## config.mk

```make
export PLATFORM = sky130hd
export DESIGN_NAME = fetch_unit
export DESIGN_NICKNAME = d
export VERILOG_FILES = /design/src/rtl/fetch_unit.sv
export SDC_FILE = /design/constraint.sdc
export NUM_CORES = 1
export LEC_CHECK = 0
export ABC_AREA = 0
export CAP_MARGIN = 10
export CORE_MARGIN = 2
export CORE_UTILIZATION = 55
export CTS_BUF_LIST = sky130_fd_sc_hd__clkbuf_16
export DETAILED_ROUTE_END_ITERATION = 12
export DONT_BUFFER_PORTS = 1
export GPL_ROUTABILITY_DRIVEN = 0
export PLACE_DENSITY_LB_ADDON = 0.25
export SYNTH_ARGS = -nofsm -noshare
export SYNTH_HDL_FRONTEND = slang
export SYNTH_SLANG_ARGS = --single-unit
```

## constraint.sdc

```tcl
create_clock -name clk -period 3.4 [get_ports clk]
set_input_delay 0.85 -clock clk [delete_from_list [all_inputs] [get_ports clk]]
set_output_delay 0.85 -clock clk [all_outputs]
set_load 0.01 [all_outputs]
```

## src/rtl/fetch_unit.sv

```systemverilog
// Instruction fetch for an RV32IC core: owns the PC, reads full words from
// instruction memory and presents one 16- or 32-bit instruction per cycle.
module fetch_unit #(
    parameter int                ADDR_W   = 8,
    parameter logic [ADDR_W-1:0] RESET_PC = '0
) (
    input  logic              clk,
    input  logic              rst,
    output logic [ADDR_W-1:0] imem_addr,
    output logic              imem_step,
    input  logic [31:0]       imem_instr,
    output logic [31:0]       instr_out,
    output logic [ADDR_W-1:0] instr_pc,
    output logic              instr_compressed,
    output logic              instr_valid,
    input  logic              instr_ready,
    input  logic              redirect_valid,
    input  logic [ADDR_W-1:0] redirect_pc
);

    typedef enum logic [0:0] {
        FETCH    = 1'b0,
        STRADDLE = 1'b1
    } state_t;

    localparam logic [ADDR_W-1:0] PC_START = {RESET_PC[ADDR_W-1:1], 1'b0};
    localparam logic [ADDR_W-1:0] TWO      = ADDR_W'(2);
    localparam logic [ADDR_W-1:0] FOUR     = ADDR_W'(4);

    state_t            state_reg, state_next;
    logic [ADDR_W-1:0] pc_reg, pc_next;
    logic [15:0]       buffer_reg, buffer_next;
    logic [31:0]       out_instr_reg, out_instr_next;
    logic [ADDR_W-1:0] out_pc_reg, out_pc_next;
    logic              out_comp_reg, out_comp_next;
    logic              out_valid_reg, out_valid_next;

    logic        free;
    logic [15:0] lo_half;
    logic [15:0] hi_half;

    assign free    = !out_valid_reg || instr_ready;
    assign lo_half = imem_instr[15:0];
    assign hi_half = imem_instr[31:16];

    always_comb begin
        state_next     = state_reg;
        pc_next        = pc_reg;
        buffer_next    = buffer_reg;
        out_instr_next = out_instr_reg;
        out_pc_next    = out_pc_reg;
        out_comp_next  = out_comp_reg;
        out_valid_next = out_valid_reg;

        if (redirect_valid) begin
            // Taken branch/jump discards any half-assembled or held instruction.
            state_next     = FETCH;
            pc_next        = {redirect_pc[ADDR_W-1:1], 1'b0};
            buffer_next    = '0;
            out_valid_next = 1'b0;
        end else if (free) begin
            case (state_reg)
                FETCH: begin
                    if (!pc_reg[1]) begin
                        out_valid_next = 1'b1;
                        out_pc_next    = pc_reg;
                        if (lo_half[1:0] != 2'b11) begin
                            out_instr_next = {16'h0000, lo_half};
                            out_comp_next  = 1'b1;
                            pc_next        = pc_reg + TWO;
                        end else begin
                            out_instr_next = imem_instr;
                            out_comp_next  = 1'b0;
                            pc_next        = pc_reg + FOUR;
                        end
                    end else if (hi_half[1:0] != 2'b11) begin
                        out_valid_next = 1'b1;
                        out_pc_next    = pc_reg;
                        out_instr_next = {16'h0000, hi_half};
                        out_comp_next  = 1'b1;
                        pc_next        = pc_reg + TWO;
                    end else begin
                        // Lower half of a 32-bit instruction; the rest is in the next word.
                        buffer_next    = hi_half;
                        pc_next        = pc_reg + TWO;
                        state_next     = STRADDLE;
                        out_valid_next = 1'b0;
                    end
                end
                STRADDLE: begin
                    out_valid_next = 1'b1;
                    out_pc_next    = pc_reg - TWO;
                    out_instr_next = {lo_half, buffer_reg};
                    out_comp_next  = 1'b0;
                    pc_next        = pc_reg + TWO;
                    state_next     = FETCH;
                end
                default: begin
                    state_next = FETCH;
                end
            endcase
        end
    end

    always_ff @(posedge clk) begin
        if (rst) begin
            state_reg     <= FETCH;
            pc_reg        <= PC_START;
            buffer_reg    <= '0;
            out_instr_reg <= '0;
            out_pc_reg    <= '0;
            out_comp_reg  <= 1'b0;
            out_valid_reg <= 1'b0;
        end else begin
            state_reg     <= state_next;
            pc_reg        <= pc_next;
            buffer_reg    <= buffer_next;
            out_instr_reg <= out_instr_next;
            out_pc_reg    <= out_pc_next;
            out_comp_reg  <= out_comp_next;
            out_valid_reg <= out_valid_next;
        end
    end

    assign imem_addr        = {pc_reg[ADDR_W-1:2], 2'b00};
    assign imem_step        = 1'b0;
    assign instr_out        = out_instr_reg;
    assign instr_pc         = out_pc_reg;
    assign instr_compressed = out_comp_reg;
    assign instr_valid      = out_valid_reg;

endmodule

```

==> impl_metrics.ini <==
[synth]
synth_cell_types = 43
ys_seq_area_share_pct = 40.5
synth_edf_count = 0
synth_top_area_share_pct = 40.5
syn_area_mm2 = 0.00321
synth_most_common_cell = nand2_1
synth_ff_type = dfxtp_1
yosys.area.top_type = dfxtp_1
ys_async_sr_fraction_pct = 0
synthTopCellsByArea = dfxtp_1 40%, nand2_1 10%, a21oi_1 6.4%
yosysWarnings = 0
synthTopCellsByCount = 89 x nand2_1, 65 x dfxtp_1, 41 x a21oi_1
avgSynthCellArea_um2 = 8.16
synth_seq_cells = 65
postSynthCellCount = 394

[layout]
postLayoutCoreUtil_pct = 62.4
finalInstanceArea_mm2 = 0.00348
final_cells = 448
antennaDiodeCount = 0
drive_gt1_share_pct = 10.1
largest_reg_flops = 32
fin_nets = 420
area_growth_pct = 8.33

[routing]
routed-via-count = 2629
drc_errors = 0
drt_first_pass_iters = 4
postRouteAntennaNets = 0
drt-vias-per-instance = 5.87
drt_iter0_drc = 138
wirelength_um = 7380
drt-wirelength-per-cell_um = 16.5

[sta]
finalHoldViolCount = 0
slew-limit-headroom_pct = 47.3
layout_min_cycle_time_ns = 2.17
maxSlewViolCount = 0
rsz0062_at_grt = false
tns_ns = 0
clock_skew_ns = 0.00639
max_freq_ghz = 0.460
setup_viol = 0
min_period_over_period_pct = 64.0
tightest_slew_ns = 0.788

[critical_path]
crit_fanout = 20
cpLargestDelayFamily = simple AND/OR/NAND/NOR gates
path_depth = 4
max_stage_delay_ns = 0.80
cp.required_ns = 3.60
cp.buffers_inverters = 0
critical_path.startpoint_type = register
worstRegToRegCells = 4
path_class = reg -> reg
slowest_stage = and4bb_2
cp.arrival_ns = 2.38
cp_cell_sequence = and4bb_2 > mux2i_1 > a31oi_1 > o31a_1
cp-end-kind = register

[power_and_ir_drop]
p_clk_share_pct = 50.0
pwr-share-comb_pct = 9.0
ir_drop_mv = 0.307
p_seq_share_pct = 41.0
power.density_mw_per_mm2 = 606
p_sw_mw = 0.506
leakagePower_nw = 1.25
intPower_mw = 1.60
sw_frac_of_total_pct = 24.0
total_power_mw = 2.11

[global_route]
grt_use_total_pct = 23.6
grt_pass1_vias = 2617
antenna_found_initial = 0
grt-ovfl-total = 0
grt_pass1_wl_um = 11800
grt_max_degree = 56

[cts]
numCtsBuffers = 9
cts-root-buf = clkbuf_16
cts_resized = 0
clk_latency_ns = 0.32
cts_tree = built
cts_setup_buffers = 0
hold_buffers = 0
htreeDepth = 3
clock_sinks = 65
clkSlewWorstSetupHoldPaths_ns = 0.05
clock_path_buffers = 2

[place]
post-place-cells = 432
place_area_mm2 = 0.00314
dpl.hpwl_um = 4920
port_buffers = 0

[die]
die_w_um = 80.4
initial_core_util_pct = 57.6
die_area_mm2 = 0.00647
ios = 95
die_h_um = 80.4
core_mm2 = 0.00557
rows = 27

[hold_path]
min_path_cells = 2
hold_path_class = reg -> reg

[run]
maxCapViolCount = 0

[outcome]
status = finished, final reports clean
## kinds of logic after synthesis
logic type	Yosys count	share of synthesized area [%]
AND/OR/NAND/NOR	149	20.2
flip-flops	65	40.5
AO/OA/AOI/OAI	96	21.0
buffers and inverters	51	8.18
other	1	0.117
multiplexers	18	5.61
adder cells (fa/ha/maj)	5	1.95
XOR/XNOR	9	2.45
## power groups by stage
stage          Sequential [mW]  Clock (mW)  Combinational [mW]
2_1_floorplan            0.864           0               0.187
3_3_place_gp             0.881           0               0.185
3_5_place_dp             0.883           0               0.190
4_1_cts                  0.867        1.07               0.191
5_1_grt                  0.872        1.10               0.215
6_report                 0.866        1.05               0.191
## layout by cell type (no fill, tap or decap), drive strengths merged, types with 3 or more instances in the layout
cell type	count
mux2i	18
ha	5
dfxtp	65
buf	5
a221oi	16
inv	9
bufinv	3
nand2	89
nor2	28
o21ai	18
conb	4
nor3	18
xnor2	8
a211oi	6
o31a	3
a21oi	41
clkbuf	9
## final cells by class
cell class / count / area, µm²
Clock buffer: 9 / 225
Multi-Input combinational cell: 281 / 1660
Clock inverter: 7 / 119
Timing Repair Buffer: 5 / 50.0
Sequential cell: 65 / 1300
Tap cell: 72 / 90.1
Fill cell: 479 / 2090
Inverter: 9 / 33.8
## worst paths after layout
check,start,to,slack (ns)
worst min-delay path,buffer_reg[14],buffer_reg[14],0.45
worst min register to register,buffer_reg[14],buffer_reg[14],0.45
worst max-delay path,pc_reg[1],pc_reg[5],1.23
worst max register to register,pc_reg[1],pc_reg[5],1.23
## stage by stage
step                worst slack (ns)  hold slack (ns)
floorplan                       1.38            0.437
global placement                1.03            0.442
detailed placement             0.954            0.448
CTS                             1.24            0.456
global route                    1.10            0.474
finish                          1.23            0.454
## per-layer routing
layer	up-vias	global-route usage, %	share of wire, %
met4	0	14.1	1.9
li1	1303	-	-
met2	93	37.5	47
met3	11	7.30	8.0
met5	-	0	0
met1	1222	27.9	43
## tightest hold or removal path, stage by stage, from the launching register on
cell,delay [ns]
dfxtp_1,0.31
nand2_1,0.05
a21oi_1,0.05
Power figures use the tool's default switching activity.
